$ cat config.mk
export PLATFORM = sky130hd
export DESIGN_NAME = drum_hit_conditioner_flat
export DESIGN_NICKNAME = d
export VERILOG_FILES = /design/src/rtl/drum_pkg.sv /design/src/rtl/drum_hit_conditioner_if.sv /design/src/rtl/debounce_ch.sv /design/src/rtl/drum_hit_conditioner.sv /design/src/flat_wrapper.sv
export SDC_FILE = /design/constraint.sdc
export NUM_CORES = 1
export LEC_CHECK = 0
export CORE_ASPECT_RATIO = 1.1
export CORE_MARGIN = 2
export CORE_UTILIZATION = 45
export CTS_CLUSTER_DIAMETER = 150
export CTS_CLUSTER_SIZE = 30
export DETAILED_ROUTE_END_ITERATION = 10
export PLACE_DENSITY_LB_ADDON = 0.12
export SKIP_LAST_GASP = 1
export SLEW_MARGIN = 20
export SYNTH_ARGS = -nofsm -noshare
export SYNTH_HDL_FRONTEND = slang
export SYNTH_SLANG_ARGS = --single-unit
$ cat constraint.sdc
create_clock -name clk -period 3.28 [get_ports clk]
set_input_delay 0.82 -clock clk [delete_from_list [all_inputs] [get_ports clk]]
set_output_delay 0.82 -clock clk [all_outputs]
set_load 0.1 [all_outputs]
$ cat src/rtl/drum_pkg.sv
// Shared types and constants for the drum-pad conditioner.
package drum_pkg;

  localparam int NUM_DRUMS = 3;
  localparam int DEBOUNCE_10MS = 250000;

  typedef enum logic [1:0] {
    KICK  = 2'd0,
    SNARE = 2'd1,
    HAT   = 2'd2
  } drum_e;

  typedef enum logic [1:0] {
    LOW,
    RISE_WAIT,
    HIGH,
    FALL_WAIT
  } deb_state_e;

endpackage

$ cat src/rtl/drum_hit_conditioner_if.sv
// Pad-side inputs and display-side outputs of the drum-hit conditioner.
interface drum_hit_conditioner_if #(
  parameter int NUM_CH = 3,
  parameter int CNT_W  = 8
);
  logic [NUM_CH-1:0]       hit_raw_i;
  logic                    frame_start;
  logic                    clear_counts;
  logic [NUM_CH-1:0]       hit_level_o;
  logic [NUM_CH-1:0]       hit_pulse_o;
  logic                    any_hit_o;
  logic [NUM_CH-1:0]       flash_o;
  logic [NUM_CH*CNT_W-1:0] count_o;

  modport master (
    output hit_raw_i, frame_start, clear_counts,
    input  hit_level_o, hit_pulse_o, any_hit_o, flash_o, count_o
  );

  modport slave (
    input  hit_raw_i, frame_start, clear_counts,
    output hit_level_o, hit_pulse_o, any_hit_o, flash_o, count_o
  );
endinterface

$ cat src/rtl/debounce_ch.sv
// One pad channel: 2-flop synchroniser, debounce FSM and rising-edge pulse.
//   state     | meaning
//   LOW       | debounced level 0
//   RISE_WAIT | sync=1 seen, counting stable high cycles
//   HIGH      | debounced level 1
//   FALL_WAIT | sync=0 seen, counting stable low cycles
module debounce_ch
  import drum_pkg::*;
#(
  parameter int DEBOUNCE_CYCLES = DEBOUNCE_10MS
) (
  input  logic clk,
  input  logic reset,
  input  logic raw,
  output logic level,
  output logic pulse,
  output logic rise
);
  localparam int CW = $clog2(DEBOUNCE_CYCLES + 1);
  localparam logic [CW-1:0] CNT_ONE = CW'(1);
  localparam logic [CW-1:0] CNT_MAX = CW'(DEBOUNCE_CYCLES);

  logic       s1, s2;
  deb_state_e state, state_nxt;
  logic [CW-1:0] cnt, cnt_nxt;
  logic       level_nxt;

  always_ff @(posedge clk) begin
    if (reset) begin
      s1    <= 1'b0;
      s2    <= 1'b0;
      state <= LOW;
      cnt   <= '0;
      level <= 1'b0;
      pulse <= 1'b0;
    end else begin
      s1    <= raw;
      s2    <= s1;
      state <= state_nxt;
      cnt   <= cnt_nxt;
      level <= level_nxt;
      pulse <= rise;
    end
  end

  // The qualifying sample is the one that brings the count to DEBOUNCE_CYCLES,
  // so the transition happens on that same edge rather than one later.
  always_comb begin
    state_nxt = state;
    cnt_nxt   = cnt;
    case (state)
      LOW: begin
        if (s2) begin
          if (CNT_ONE == CNT_MAX) begin
            state_nxt = HIGH;
            cnt_nxt   = '0;
          end else begin
            state_nxt = RISE_WAIT;
            cnt_nxt   = CNT_ONE;
          end
        end
      end
      RISE_WAIT: begin
        if (!s2) begin
          state_nxt = LOW;
          cnt_nxt   = '0;
        end else if (cnt + CNT_ONE == CNT_MAX) begin
          state_nxt = HIGH;
          cnt_nxt   = '0;
        end else begin
          cnt_nxt = cnt + CNT_ONE;
        end
      end
      HIGH: begin
        if (!s2) begin
          if (CNT_ONE == CNT_MAX) begin
            state_nxt = LOW;
            cnt_nxt   = '0;
          end else begin
            state_nxt = FALL_WAIT;
            cnt_nxt   = CNT_ONE;
          end
        end
      end
      FALL_WAIT: begin
        if (s2) begin
          state_nxt = HIGH;
          cnt_nxt   = '0;
        end else if (cnt + CNT_ONE == CNT_MAX) begin
          state_nxt = LOW;
          cnt_nxt   = '0;
        end else begin
          cnt_nxt = cnt + CNT_ONE;
        end
      end
      default: begin
        state_nxt = LOW;
        cnt_nxt   = '0;
      end
    endcase
  end

  // rise is the strobe that becomes pulse on the next edge; the top uses it to
  // load the flash counter so flash_o comes up together with hit_pulse_o.
  always_comb begin
    level_nxt = (state_nxt == HIGH) || (state_nxt == FALL_WAIT);
    rise      = level_nxt & ~level;
  end
endmodule

$ cat src/rtl/drum_hit_conditioner.sv
// Debounced drum-pad hits with per-channel flash flags and frame-latched counts.
module drum_hit_conditioner
  import drum_pkg::*;
#(
  parameter int NUM_CH          = NUM_DRUMS,
  parameter int DEBOUNCE_CYCLES = DEBOUNCE_10MS,
  parameter int FLASH_FRAMES    = 8,
  parameter int CNT_W           = 8
) (
  input  logic                   clk,
  input  logic                   reset,
  drum_hit_conditioner_if.slave  bus
);
  localparam int FL_W = (FLASH_FRAMES > 0) ? $clog2(FLASH_FRAMES + 1) : 1;
  localparam logic [FL_W-1:0]  FL_LOAD = FL_W'(FLASH_FRAMES);
  localparam logic [CNT_W-1:0] CNT_SAT = '1;

  logic [NUM_CH-1:0] level, pulse, rise;
  logic [FL_W-1:0]   flash_cnt [NUM_CH];
  logic [CNT_W-1:0]  live      [NUM_CH];
  logic [CNT_W-1:0]  count_ch  [NUM_CH];

  for (genvar g = 0; g < NUM_CH; g++) begin : g_ch
    debounce_ch #(
      .DEBOUNCE_CYCLES(DEBOUNCE_CYCLES)
    ) u_deb (
      .clk  (clk),
      .reset(reset),
      .raw  (bus.hit_raw_i[g]),
      .level(level[g]),
      .pulse(pulse[g]),
      .rise (rise[g])
    );

    // Live count follows the registered pulse, so a frame_start in the pulse
    // cycle still latches the pre-hit value.
    always_ff @(posedge clk) begin
      if (reset) begin
        flash_cnt[g] <= '0;
        live[g]      <= '0;
        count_ch[g]  <= '0;
      end else begin
        if (rise[g])
          flash_cnt[g] <= FL_LOAD;
        else if (bus.frame_start && flash_cnt[g] != '0)
          flash_cnt[g] <= flash_cnt[g] - 1'b1;

        if (bus.clear_counts)
          live[g] <= '0;
        else if (pulse[g] && live[g] != CNT_SAT)
          live[g] <= live[g] + 1'b1;

        if (bus.frame_start)
          count_ch[g] <= live[g];
      end
    end

    assign bus.flash_o[g]                 = (flash_cnt[g] != '0);
    assign bus.count_o[g*CNT_W +: CNT_W]  = count_ch[g];
  end

  assign bus.hit_level_o = level;
  assign bus.hit_pulse_o = pulse;
  assign bus.any_hit_o   = |pulse;
endmodule
$ cat src/flat_wrapper.sv
// flat-port wrapper written by rule: the top's interface ports become plain ports
module drum_hit_conditioner_flat import drum_pkg::*;
#(
  parameter int NUM_CH          = NUM_DRUMS,
  parameter int DEBOUNCE_CYCLES = DEBOUNCE_10MS,
  parameter int FLASH_FRAMES    = 8,
  parameter int CNT_W           = 8
)
  (clk, reset, bus_hit_raw_i, bus_frame_start, bus_clear_counts, bus_hit_level_o, bus_hit_pulse_o, bus_any_hit_o, bus_flash_o, bus_count_o);
  drum_hit_conditioner_if #(.NUM_CH(NUM_CH), .CNT_W(CNT_W)) bus_i ();
  input  logic clk;
  input  logic reset;
  input wire logic [$bits(bus_i.hit_raw_i)-1:0] bus_hit_raw_i;
  input wire logic [$bits(bus_i.frame_start)-1:0] bus_frame_start;
  input wire logic [$bits(bus_i.clear_counts)-1:0] bus_clear_counts;
  output wire logic [$bits(bus_i.hit_level_o)-1:0] bus_hit_level_o;
  output wire logic [$bits(bus_i.hit_pulse_o)-1:0] bus_hit_pulse_o;
  output wire logic [$bits(bus_i.any_hit_o)-1:0] bus_any_hit_o;
  output wire logic [$bits(bus_i.flash_o)-1:0] bus_flash_o;
  output wire logic [$bits(bus_i.count_o)-1:0] bus_count_o;
  assign bus_i.hit_raw_i = bus_hit_raw_i;
  assign bus_i.frame_start = bus_frame_start;
  assign bus_i.clear_counts = bus_clear_counts;
  assign bus_hit_level_o = bus_i.hit_level_o;
  assign bus_hit_pulse_o = bus_i.hit_pulse_o;
  assign bus_any_hit_o = bus_i.any_hit_o;
  assign bus_flash_o = bus_i.flash_o;
  assign bus_count_o = bus_i.count_o;
  drum_hit_conditioner #(.NUM_CH(NUM_CH), .DEBOUNCE_CYCLES(DEBOUNCE_CYCLES), .FLASH_FRAMES(FLASH_FRAMES), .CNT_W(CNT_W)) u_core (.clk(clk), .reset(reset), .bus(bus_i));
endmodule
After elaboration in Yosys (flattened, before gate mapping)
Memories as Yosys holds them, arrays and structs flattened.
Cells that the tools add are included.
{"block": "word_totals", "memories": 3, "word_cells": 192, "mem_bits_rw": 60, "reg_bits": 72, "inputBits": 7}
{"name": "u_core.count_ch", "depth": 3, "word_bits": 8, "read_ports": 3, "rd_clocked_by_memory_dff": 0, "write_ports": 3, "line": "drum_hit_conditioner.sv:21", "text": "logic [CNT_W-1:0] count_ch [NUM_CH];"}
{"name": "u_core.live", "depth": 3, "word_bits": 8, "read_ports": 3, "rd_clocked_by_memory_dff": 0, "write_ports": 3, "line": "drum_hit_conditioner.sv:20", "text": "logic [CNT_W-1:0] live [NUM_CH];"}
{"name": "u_core.flash_cnt", "depth": 3, "word_bits": 4, "read_ports": 3, "rd_clocked_by_memory_dff": 0, "write_ports": 3, "line": "drum_hit_conditioner.sv:19", "text": "logic [FL_W-1:0] flash_cnt [NUM_CH];"}
{"block": "classes", "reduce_logical": 19, "mux": 95, "eq_ne": 27, "bitwise": 21, "n_addsub": 9}
{"operator": "18-bit two-way mux", "n": 15}
{"operator": "18-bit case mux with 4 select lines", "n": 3}
{"operator": "8-bit two-way mux", "n": 9}
{"operator": "18-bit by 1-bit adder with 18-bit output, second input constant", "n": 3}
{"operator": "18-bit == test, second input constant", "n": 3}
{"operator": "1-bit two-way mux", "n": 41}
{"operator": "2-bit two-way mux", "n": 18}
{"operator": "8-bit by 1-bit adder with 8-bit output, second input constant", "n": 3}
{"operator": "2-bit == test, second input constant", "n": 12}
{"operator": "4-bit two-way mux", "n": 6}
{"operator": "8-bit inequality test, second input constant", "n": 3}
{"operator": "2-bit case mux with 4 select lines", "n": 3}
{"operator": "1-bit bitwise OR", "n": 15}
{"operator": "2-bit inequality test, second input constant", "n": 6}
{"operator": "4-bit nonzero test", "n": 3}
{"operator": "4-bit by 1-bit subtractor with 4-bit output, second input constant", "n": 3}
{"operator": "2-bit by 1-bit == test with 1-bit output, second input constant", "n": 3}
{"operator": "1-bit logical AND", "n": 6}
{"operator": "2-bit logical NOT", "n": 3}
{"operator": "2-bit AND reduction", "n": 3}
{"operator": "1-bit AND", "n": 3}
{"operator": "1-bit logical OR", "n": 3}
{"operator": "1-bit NOT", "n": 3}
{"operator": "3-bit OR reduction", "n": 1}

Logic depth before layout (Yosys ltp)
Gate-level depths: netlist of run 1.
{"block": "depth", "word_depth": 13, "ltp_mapped": 9}

Modules after synthesis
A second synthesis of run 1 with hierarchy kept.
{"block": "hier_totals", "cells_unflattened": 764, "hier_area_um2": 7011.7}
{"mod": "debounce_ch", "cells_per_inst": 177, "n_inst": 3, "area_each_um2": 1397.6, "seq_area_each_um2": 480.5}
{"mod": "drum_hit_conditioner", "cells_per_inst": 233, "n_inst": 1, "area_each_um2": 2819.0, "seq_area_each_um2": 1801.7}

Worst setup path after synthesis of run 1
OpenSTA, ideal clock, no wires.
{"block": "synth_timing", "kind": "reg2reg", "start": "register u_core.g_ch[1].u_deb.cnt[0]", "end": "memory u_core.flash_cnt[1][0] (netlist bit), enable pin", "path_buffers": 0, "required_time_ns": 3.004, "synth_period_minus_slack_ns": 3.051, "path_stages_with_launch": 9, "setup_ns": 0.276, "t_arrival_ns": 2.775, "slack_ns": 0.229, "cell_sequence": "dfxtp_1 ha_1 nand3_1 or4_1 xnor2_1 or4b_4 nor4_4 mux2i_1 nand2_1"}
{"item": "start: declaration", "line": "debounce_ch.sv:25", "text": "logic [CW-1:0] cnt, cnt_nxt;"}
{"item": "start signal: assignment", "line": "debounce_ch.sv:40", "text": "cnt <= cnt_nxt;"}
{"item": "end: declaration", "line": "drum_hit_conditioner.sv:19"}

==> results of run 1 <==
-- repair_timing --
action / CTS / global route
buffers inserted: 0 / 2
resized for setup: 0 / 5
endpoints found under the setup margin: 0 / 15
hold buffers: 0 / 0
-- logic make-up after synthesis --
kind of cell	count (synthesis)	synth area share (%)
AND/OR/NAND/NOR	345	27.2
flip-flops	132	47.9
AO/OA/AOI/OAI	115	11.9
buffers and inverters	59	3.79
XOR/XNOR	45	5.82
multiplexers	11	1.63
adder cells (fa/ha/maj)	9	1.66
-- power by group through the flow --
stage	registers [mW]	logic, mW	clock network [mW]
floorplan	1.97	0.145	0
global placement	1.85	0.352	0
detailed placement	1.85	0.353	0
CTS	1.81	0.354	1.76
global route	1.82	0.376	1.82
finish	1.81	0.352	1.71
-- worst reg2reg max path, stage by stage, from the launching register on --
cell and delay, ns:
dfxtp_1 0.33, ha_1 0.24, nand3_1 0.16, or4_1 0.60
xnor2_1 0.19, or4b_4 0.60, nor4_4 0.25, mux2i_2 0.30
buf_4 0.15, and3_1 0.15
-- state kept, by name (all words and copies together), names as in the netlist, 6 cells and up --
| signal | flops |
|---|---|
| u_core.flash_cnt | 12 |
| u_core.g_ch.u_deb.state | 6 |
| u_core.live | 24 |
| u_core.count_ch | 24 |
| u_core.g_ch.u_deb.cnt | 54 |
-- worst max path at each step --
stage / from / to / cells after the start
floorplan: u_core.g_ch[1].u_deb.cnt[0] / u_core.flash_cnt[1][0] / 8
global placement: u_core.g_ch[1].u_deb.cnt[0] / u_core.flash_cnt[1][1] / 8
detailed placement: u_core.g_ch[1].u_deb.cnt[1] / u_core.flash_cnt[1][2] / 8
CTS: u_core.g_ch[2].u_deb.cnt[0] / u_core.flash_cnt[2][2] / 8
global route: u_core.g_ch[1].u_deb.cnt[0] / u_core.flash_cnt[1][2] / 8
finish: u_core.g_ch[1].u_deb.cnt[0] / u_core.flash_cnt[1][2] / 9
-- cell type report --
class	count	area (um2)	area share, %
multi-input cells	525	3290	41.5
flip-flops and latches	132	3240	40.9
repair buffers	67	518	6.53
clock buffers	19	433	5.46
well taps	196	245	3.09
clock inverters	13	104	1.31
inverters	26	97.6	1.23
-- cells in the mapped netlist (4+ instances only) --
library cell	count	area share [%]
nor3_1	24	1.8
mux2i_1	11	1.6
or3_1	14	1.3
nor4_1	14	1.3
a21oi_1	22	1.6
and3_1	17	1.6
clkbuf_1	16	0.89
a21o_1	9	1.0
and4b_1	4	0.59
nand4b_1	4	0.52
or2_2	6	0.55
edfxtp_1	60	27
xnor2_1	20	2.6
a22oi_1	6	0.67
o31ai_1	4	0.44
nand4_1	18	1.7
nor2b_1	11	1.0
xor2_1	25	3.2
nand3_1	42	3.1
or4_1	4	0.44
buf_4	6	0.67
o21ai_0	28	2.1
dfxtp_1	72	21
nand2_1	63	3.5
inv_1	26	1.4
buf_2	7	0.52
and2_1	33	3.1
nor2_1	72	4.0
ha_1	9	1.7
-- stage by stage --
step                      utilization [%]  hold slack, ns
after global routing                 53.3           0.476
after detailed placement             49.4           0.428
after global placement               49.4           0.424
after CTS                            53.1           0.442
after floorplan                         -           0.414
final                                53.3           0.437
-- routing by layer --
metal | part of all wire (%) | GRT usage (%) | vias up
li1 | - | - | 2701
met1 | 47 | 22.8 | 2488
met2 | 48 | 28.3 | 106
met3 | 3.7 | 3.79 | 23
met4 | 2.1 | 8.66 | 0
met5 | 0 | 0 | -
==> impl_results.md, run 1 <==
- CP required: 3.56 ns
- Hold depth: 1
- Share of cells above drive strength 1: between 10 and 15%
- Num rows: 47
- Post-place instance area: roughly 7400 um2
- Worst skew pair latency: around 0.42 ns
- Htree depth: 4
- Nets: 785
- Buf/Inv on CP: 1
- Io pins: 41
- RePlAce Congestion: 0.894
- Max-slew violations: 0
- Setup WS post-layout: 0.184 ns
- Largest net degree at the start of global routing: 29
- Mean cell area of the mapped netlist: approximately 9.5 um2
- FILL cells: approximately 1400
- Static Leakage: 3.02 nW
- Hold Crit Start: u_core.g_ch[2].u_deb.s1
- CP max stage delay: 0.60 ns
- Ys Warns: 0
- ANT cells: 0
- Worst r2r path cells: 9
- Starting Density: 45.5%
- Clock power share: 44.1%
- Clock period minus worst slack: ~3.1 ns
- Most frequent cells in the layout: 72 x nor2_1, 72 x dfxtp_1, 63 x nand2_1
- Root Driver: clkbuf_16
- Final hold viol count: 0
- Netlist cell types: 72
- # DRC: 0
- Synthesized flop and latch total: 132
- DR iter-0 viols: slightly below 300
- Post-Synthesis Cells: 716
- Global-route wire length before repair: 22900 um
- Critical path type: register to register
- Placeable Area: 14900 um2
- Final setup skew: 0.00900 ns
- Die H: 133 um
- Die area: 16000 um2
- Worst flop-to-flop path startpoint: u_core.g_ch[1].u_deb.cnt[0]
- WHS Endpoint: u_core.g_ch[2].u_deb.s2
- Hold WC Path Type: register to register
- MaxCap Viol Count: 0
- Startpoint Class: register
- Slowest CP cell: or4_1
- Post-synthesis sequential area ratio: a little under half
- Layout area overhead: 17.1%
- Prevailing post-synth register cell: dfxtp_1
- Post-Place Setup Slack: roughly 0.12 ns
- CP endpoint kind: register
- Int Power: 2.84 mW
- Critical Path AT: 3.38 ns
- Ys async rst share: 0%
- TritonCTS clock tree: yes
- Port-buffer cells: 40
- Tot Pwr: 3.87 mW
- Pwr dens: about 490 nW/um2
- Clock Pin Slew Worst Setup and Hold Paths: approximately 0.060 ns
- Setup TNS: 0 ns
- P_sw: ~1.0 mW
- Detail Route Antenna Nets: 0
- Longest Clk Path Bufs: 2
- TritonCTS Sinks: 132
- Slew HR: between 40% and 50%
- Delay-heaviest family, CP: simple AND/OR/NAND/NOR gates
- GR Overflow Total: 0
- Vias per std cell: 5.44
- Fmax: 0.323 GHz
- Comb pwr share: 9.1%
- Worst vdd ir: 366 uV
- Initial antenna violation count: 0
- Mapped Area: 6770 um2
- Final setup viols: 0
- Via count: between 5000 and 6000
- Switching Share: 26.5%
- RSZ-0062 raised after global routing: true
- Worst Tran Pin Value: roughly 0.76 ns
- GR Util All Layers: between 10% and 20%
- Die X: 121 um
- Flop2flop setup slack: 0.18 ns
- Final wirelength: 13800 um
- Final period util: 94.4%
- Worst-path maximum fanout: 5
- Cells along the critical path: ha_1 > nand3_1 > or4_1 > xnor2_1 > or4b_4 > nor4_4 > mux2i_2 > buf_4 > and3_1
- DP Cell Count: 944
- Reg-to-reg endpoint: u_core.flash_cnt[1][2]
- HPWL Detailed: 9950 um
- Num CTS Buffers: 17
- Final Cell Area: roughly 7900 um2
- Vias in the first global route: between 4000 and 5000
- Sequential share of power: 46.8%
- Status: completed
- Post-route insts no fill: around 980
- Routed WL per cell: 14.2 um
- Drt first pass iters: 4
- Post-Syn Nets: between 700 and 800
- EDFF count, synth: 60
Note: power is estimated with default switching activity, not from simulation.
==> inputs of run 2 (changes only) <==
--- a/config.mk
+++ b/config.mk
@@ -17,3 +17,4 @@
 export SYNTH_ARGS = -nofsm -noshare
 export SYNTH_HDL_FRONTEND = slang
 export SYNTH_SLANG_ARGS = --single-unit
+export TNS_END_PERCENT = 10
==> impl_results.md, run 2 (synthesized netlist as in run 1, its figures left out) <==
- Slowest CP cell: dfxtp_1 (was or4_1)
- CP endpoint kind: register (unchanged)
- CP required: 3.46 ns (was 3.56 ns)
- P_sw: 1.03 mW (about the same)
- CP Depth: 9 (unchanged)
- Final hold viol count: 0 (unchanged)
- Final Cell Area: 7920 um2 (was 7930 um2)
- Detail Route Antenna Nets: 0 (unchanged)
- Die H: 133 um (unchanged)
- Nets: 785 (unchanged)
- Placeable Area: 14900 um2 (unchanged)
- TritonCTS Sinks: 132 (unchanged)
- Share of cells above drive strength 1: 14.5% (was 14.7%)
- Final period util: 96.7% (was 94.4%)
- Max-slew violations: 0 (unchanged)
- Vias in the first global route: 4937 (unchanged)
- Drt first pass iters: 4 (unchanged)
- Static Leakage: 3.02 nW (about the same)
- M1 WL: 6470 um (about the same)
- Sequential share of power: 46.8% (about the same)
- Final setup skew: 0.00910 ns (was 0.00900 ns)
- Root Driver: clkbuf_16 (unchanged)
- Worst hold margin: 0.437 ns (about the same)
- Worst Tran Pin Value: 0.793 ns (was 0.764 ns)
- Final wirelength: 13900 um (was 13800 um)
- Routed length on met3: 556 um (was 512 um)
- Num rows: 47 (unchanged)
- Critical path type: register to register (unchanged)
- RSZ-0062 raised after global routing: true (unchanged)
- Max layer used: met4 (unchanged)
- Buf/Inv on CP: 1 (unchanged)
- Status: completed (unchanged)
- ANT cells: 0 (unchanged)
- Number of flip-flops in the largest register: 54 (unchanged)
- Hold depth: 1 (unchanged)
- Post-place instance area: 7360 um2 (unchanged)
- Initial antenna violation count: 0 (unchanged)
- GR Util All Layers: 17.7% (unchanged)
- Die X: 121 um (unchanged)
- Clock Pin Slew Worst Setup and Hold Paths: 0.06 ns (about the same)
- Clock period minus worst slack: 3.17 ns (was 3.10 ns)
- Vias per std cell: 5.44 (about the same)
- GR Overflow Total: 0 (unchanged)
- TritonCTS clock tree: yes (unchanged)
- Top flop regs: u_core.g_ch.u_deb.cnt x54, u_core.count_ch x24, u_core.live x24 (unchanged)
- Longest Clk Path Bufs: 2 (unchanged)
- Via count: 5323 (was 5318)
- Setup WS post-layout: 0.110 ns (was 0.184 ns)
- Met2 wire len: 6570 um (was 6580 um)
- Tot Pwr: 3.87 mW (about the same)
- Comb pwr share: 9.1% (about the same)
- Worst r2r path cells: 9 (unchanged)
- Largest Register: u_core.g_ch.u_deb.cnt (unchanged)
- Switching Share: 26.5% (about the same)
- Num CTS Buffers: 17 (unchanged)
- Layout area overhead: 17.0% (was 17.1%)
- Clock power share: 44.1% (about the same)
- Worst-path maximum fanout: 7 (was 5)
- Pwr dens: 489 nW/um2 (was 488 nW/um2)
- DP Cell Count: 944 (unchanged)
- Startpoint Class: register (unchanged)
- Global-route wire length before repair: 22900 um (unchanged)
- Hold WC Path Type: register to register (unchanged)
- Routed WL per cell: 14.2 um (about the same)
- FILL cells: 1375 (was 1373)
- Most frequent cells in the layout: 72 x nor2_1, 72 x dfxtp_1, 63 x nand2_1 (unchanged)
- Worst skew pair latency: 0.42 ns (about the same)
- RePlAce Congestion: 0.894 (unchanged)
- MaxCap Viol Count: 0 (unchanged)
- Hold-fix buffers at CTS: 0 (unchanged)
- Final setup viols: 0 (unchanged)
- Int Power: 2.84 mW (about the same)
- Htree depth: 4 (unchanged)
- Post-Place Setup Slack: 0.115 ns (unchanged)
- # DRC: 0 (unchanged)
- Io pins: 41 (unchanged)
- Fmax: 0.315 GHz (was 0.323 GHz)
- Die area: 16000 um2 (unchanged)
- Port-buffer cells: 40 (unchanged)
- Slew HR: 46.9% (was 48.9%)
- Fin util: 53.2% (was 53.3%)
- Largest net degree at the start of global routing: 29 (unchanged)
- HPWL Detailed: 9950 um (unchanged)
- Setup TNS: 0 ns (unchanged)
- Starting Density: 45.5% (unchanged)
- CP max stage delay: 0.44 ns (was 0.60 ns)
- DR iter-0 viols: 293 (was 296)
- Critical Path AT: 3.35 ns (was 3.38 ns)
- Worst vdd ir: 366 uV (about the same)
- Delay-heaviest family, CP: simple AND/OR/NAND/NOR gates (unchanged)
- Post-route insts no fill: 978 (unchanged)
- Cells along the critical path: ha_2 > nand3_1 > or4_1 > a2111oi_1 > o2111ai_1 > nor4b_2 > mux2i_1 > o211ai_1 > buf_4 (was ha_1 > nand3_1 > or4_1 > xnor2_1 > or4b_4 > nor4_4 > mux2i_2 > buf_4 > and3_1)
[run 2: cell counts in the layout (fill, tap and decap cells not counted)]
No cell type changed its count.
[run 2: final cells by class]
| cell class | count | area (um2) | area share, % |
|---|---|---|---|
| clock inverters | 13 | 104 | 1.31 |
| clock buffers | 19 | 433 | 5.47 |
| multi-input cells | 525 | 3280 | 41.4 |
| well taps | 196 | 245 | 3.10 |
| flip-flops and latches | 132 | 3240 | 41.0 |
| inverters | 26 | 97.6 | 1.23 |
| repair buffers | 67 | 518 | 6.54 |
[run 2: layer usage]
| layer | up-vias | track usage [%] |
|---|---|---|
| met5 | - | 0 |
| met4 | 0 | 8.66 |
| met3 | 20 | 3.79 |
| met2 | 114 | 28.3 |
| met1 | 2492 | 22.8 |
| li1 | 2697 | - |
[run 2: final timing paths]
kind,startpoint,to,slack [ns]
worst max-delay path,u_core.g_ch[2].u_deb.cnt[0],u_core.flash_cnt[2][3],0.11
worst min-delay path,u_core.g_ch[2].u_deb.s1,u_core.g_ch[2].u_deb.s2,0.44
worst max register to register,u_core.g_ch[2].u_deb.cnt[0],u_core.flash_cnt[2][3],0.11
worst min register to register,u_core.g_ch[2].u_deb.s1,u_core.g_ch[2].u_deb.s2,0.44
[run 2: repair_timing]
| item | CTS | global route |
|---|---|---|
| setup buffers | 0 | 2 |
| resized for setup | 0 | 3 |
| endpoints found under the setup margin | 0 | 15 |
[run 2: power groups by stage]
stage / clock (mW) / combinational [mW] / sequential, mW
floorplan: 0 / 0.145 / 1.97
global placement: 0 / 0.352 / 1.85
detailed placement: 0 / 0.353 / 1.85
CTS: 1.76 / 0.354 / 1.81
global route: 1.82 / 0.376 / 1.82
finish: 1.70 / 0.352 / 1.81
[run 2: worst reg2reg max path, delay by kind of cell, from the launching register on]
kind | cells | cell delay (ns)
fa+ha+maj | 1 | 0.29
simple gates | 3 | 0.89
compound gates | 3 | 0.83
buf+inv | 1 | 0.18
flops | 1 | 0.44
mux | 1 | 0.30
==> inputs of run 3 (changes only) <==
--- a/config.mk
+++ b/config.mk
@@ -8,6 +8,7 @@
 export CORE_ASPECT_RATIO = 1.1
 export CORE_MARGIN = 2
 export CORE_UTILIZATION = 45
+export CTS_BUF_LIST = sky130_fd_sc_hd__clkbuf_2
 export CTS_CLUSTER_DIAMETER = 150
 export CTS_CLUSTER_SIZE = 30
 export DETAILED_ROUTE_END_ITERATION = 10
==> impl_results.md, run 3 (synthesized netlist as in run 1, its figures left out) <==
- Via count: 5320 (was 5323)
- CP Depth: 9 (unchanged)
- Number of flip-flops in the largest register: 54 (unchanged)
- Clock Pin Slew Worst Setup and Hold Paths: 0.20 ns (was 0.06 ns)
- CP required: 3.84 ns (was 3.46 ns)
- Htree depth: 4 (unchanged)
- # DRC: 0 (unchanged)
- Slew HR: 47.5% (was 46.9%)
- CP max stage delay: 0.60 ns (was 0.44 ns)
- Routed WL per cell: 14.1 um (was 14.2 um)
- TritonCTS clock tree: yes (unchanged)
- Commonest non-fill, non-tap cell in the layout: nor2_1
- Hold-fix buffers at CTS: 0 (unchanged)
- Static Leakage: 2.88 nW (was 3.02 nW)
- Global-route wire length before repair: 22700 um (was 22900 um)
- Final period util: 94.7% (was 96.7%)
- Final setup viols: 0 (unchanged)
- CP endpoint kind: register (unchanged)
- Io pins: 41 (unchanged)
- Critical path type: register to register (unchanged)
- Comb pwr share: 11.7% (was 9.1%)
- Worst hold margin: 0.460 ns (was 0.437 ns)
- Switching Share: 30.9% (was 26.5%)
- HPWL Detailed: 9950 um (unchanged)
- Max-slew violations: 0 (unchanged)
- CP startpoint: u_core.g_ch[1].u_deb.cnt[0] (was u_core.g_ch[2].u_deb.cnt[0])
- RePlAce Congestion: 0.894 (unchanged)
- Worst skew pair latency: 0.70 ns (was 0.42 ns)
- Most frequent cells in the layout: 72 x nor2_1, 70 x dfxtp_1, 63 x nand2_1 (was 72 x nor2_1, 72 x dfxtp_1, 63 x nand2_1)
- Nets: 784 (was 785)
- Clock period minus worst slack: 3.11 ns (was 3.17 ns)
- Root Driver: clkbuf_2 (was clkbuf_16)
- Sequential share of power: 60.1% (was 46.8%)
- GR Util All Layers: 17.4% (was 17.7%)
- Worst r2r path cells: 9 (unchanged)
- Hold depth: 1 (unchanged)
- Buf/Inv on CP: 1 (unchanged)
- Final wirelength: 13800 um (was 13900 um)
- Delay-heaviest family, CP: simple AND/OR/NAND/NOR gates (unchanged)
- Starting Density: 45.5% (unchanged)
- Critical Path AT: 3.66 ns (was 3.35 ns)
- DR iter-0 viols: 316 (was 293)
- Slowest CP cell: or4_1 (was dfxtp_1)
- Worst Tran Pin Value: 0.785 ns (was 0.793 ns)
- Layout area overhead: 11.9% (was 17.0%)
- Hold Crit Start: u_core.g_ch[2].u_deb.s1 (unchanged)
- Share of cells above drive strength 1: 14.9% (was 14.5%)
- Pwr dens: 398 nW/um2 (was 489 nW/um2)
- Hold WC Path Type: register to register (unchanged)
- Int Power: 2.08 mW (was 2.84 mW)
- Vias per std cell: 5.45 (was 5.44)
- Worst-path maximum fanout: 5 (was 7)
- Num CTS Buffers: 17 (unchanged)
- Fmax: 0.322 GHz (was 0.315 GHz)
- Initial antenna violation count: 0 (unchanged)
- MaxCap Viol Count: 0 (unchanged)
- GR Overflow Total: 0 (unchanged)
- Worst vdd ir: 166 uV (was 366 uV)
- Vias in the first global route: 4904 (was 4937)
- RSZ-0062 raised after global routing: true (unchanged)
- Port-buffer cells: 40 (unchanged)
- Detail Route Antenna Nets: 0 (unchanged)
- P_sw: 932 uW (was 1.03 mW)
- Final hold viol count: 0 (unchanged)
- Clock power share: 28.2% (was 44.1%)
- Placeable Area: 14900 um2 (unchanged)
- Die area: 16000 um2 (unchanged)
- Final setup skew: 0.0400 ns (was 0.00910 ns)
- Die X: 121 um (unchanged)
- Largest Register: u_core.g_ch.u_deb.cnt (unchanged)
- TritonCTS Sinks: 132 (unchanged)
- Status: completed (unchanged)
- Worst flop-to-flop path startpoint: u_core.g_ch[1].u_deb.cnt[0] (was u_core.g_ch[2].u_deb.cnt[0])
- Startpoint Class: register (unchanged)
- Largest net degree at the start of global routing: 29 (unchanged)
- Top flop regs: u_core.g_ch.u_deb.cnt x54, u_core.count_ch x24, u_core.live x24 (unchanged)
- ANT cells: 0 (unchanged)
- Longest Clk Path Bufs: 2 (unchanged)
- Die H: 133 um (unchanged)
- Drt first pass iters: 5 (was 4)
- Setup TNS: 0 ns (unchanged)
- Num rows: 47 (unchanged)
- Cells along the critical path: ha_1 > nand3_1 > or4_1 > xnor2_1 > or4b_4 > nor4_4 > mux2i_2 > buf_4 > and3_1 (was ha_2 > nand3_1 > or4_1 > a2111oi_1 > o2111ai_1 > nor4b_2 > mux2i_1 > o211ai_1 > buf_4)
run 3: changes by cell type in the layout (fill, tap and decap cells not counted), sizes merged:
cell,previous run,this run
buf,61,60
run 3: final timing paths:
check / end / slack [ns]
worst min-delay path: u_core.g_ch[2].u_deb.s2 / 0.46
worst max register to register: u_core.flash_cnt[1][2] / 0.17
worst min register to register: u_core.g_ch[2].u_deb.s2 / 0.46
worst max-delay path: u_core.flash_cnt[1][2] / 0.17
run 3: what timing repair did:
action | 4_1_cts | 5_1_grt
buffers inserted | 0 | 1
setup endpoints to repair | 0 | 15
resized for setup | 0 | 4
run 3: worst reg2reg max path, delay by kind of cell (launching register included):
kind | cells | cell delay (ns)
adders and majority gates | 1 | 0.23
and+or+nand+nor | 5 | 1.76
DFF | 1 | 0.38
muxes | 1 | 0.29
buffers and inverters | 1 | 0.15
xor gates and xnor gates | 1 | 0.18
run 3: layout make-up:
| cell class | count | area (um2) |
|---|---|---|
| Fill cell | 1418 | 7310 |
| Tap cell | 196 | 245 |
| Clock inverter | 13 | 104 |
| Clock buffer | 19 | 95.1 |
| Inverter | 26 | 97.6 |
| Sequential cell | 132 | 3250 |
| Timing Repair Buffer | 66 | 510 |
| Multi-Input combinational cell | 525 | 3270 |
run 3: metal layers:
metal	part of all wire [%]	track usage [%]	wire length (um)	vias to the layer above
li1	-	-	-	2700
met1	47	22.5	6470	2485
met2	47	28.1	6520	115
met3	4.0	4.05	557	20
met4	1.7	7.04	229	0
met5	0	0	0	-
run 3: power by group through the flow:
stage	clock network [mW]	registers, mW	logic [mW]
2_1_floorplan	0	1.97	0.145
3_3_place_gp	0	1.85	0.352
3_5_place_dp	0	1.85	0.353
4_1_cts	0.897	1.81	0.354
5_1_grt	0.956	1.82	0.376
6_report	0.851	1.81	0.352
run 3: stage by stage:
| stage | total power [mW] | utilization [%] | setup slack, ns | instance area (um2) | std cells |
|---|---|---|---|---|---|
| finish | 3.02 | 50.9 | 0.174 | 7570 | 977 |
| global route | 3.15 | 50.9 | -0.0380 | 7570 | 977 |
| CTS | 3.06 | 50.8 | 0.0672 | 7560 | 976 |
| detailed placement | 2.20 | 49.4 | 0.115 | 7360 | 944 |
| global placement | 2.20 | 49.4 | 0.186 | 7360 | 944 |
| floorplan | 2.11 | - | 0.229 | 6770 | 716 |
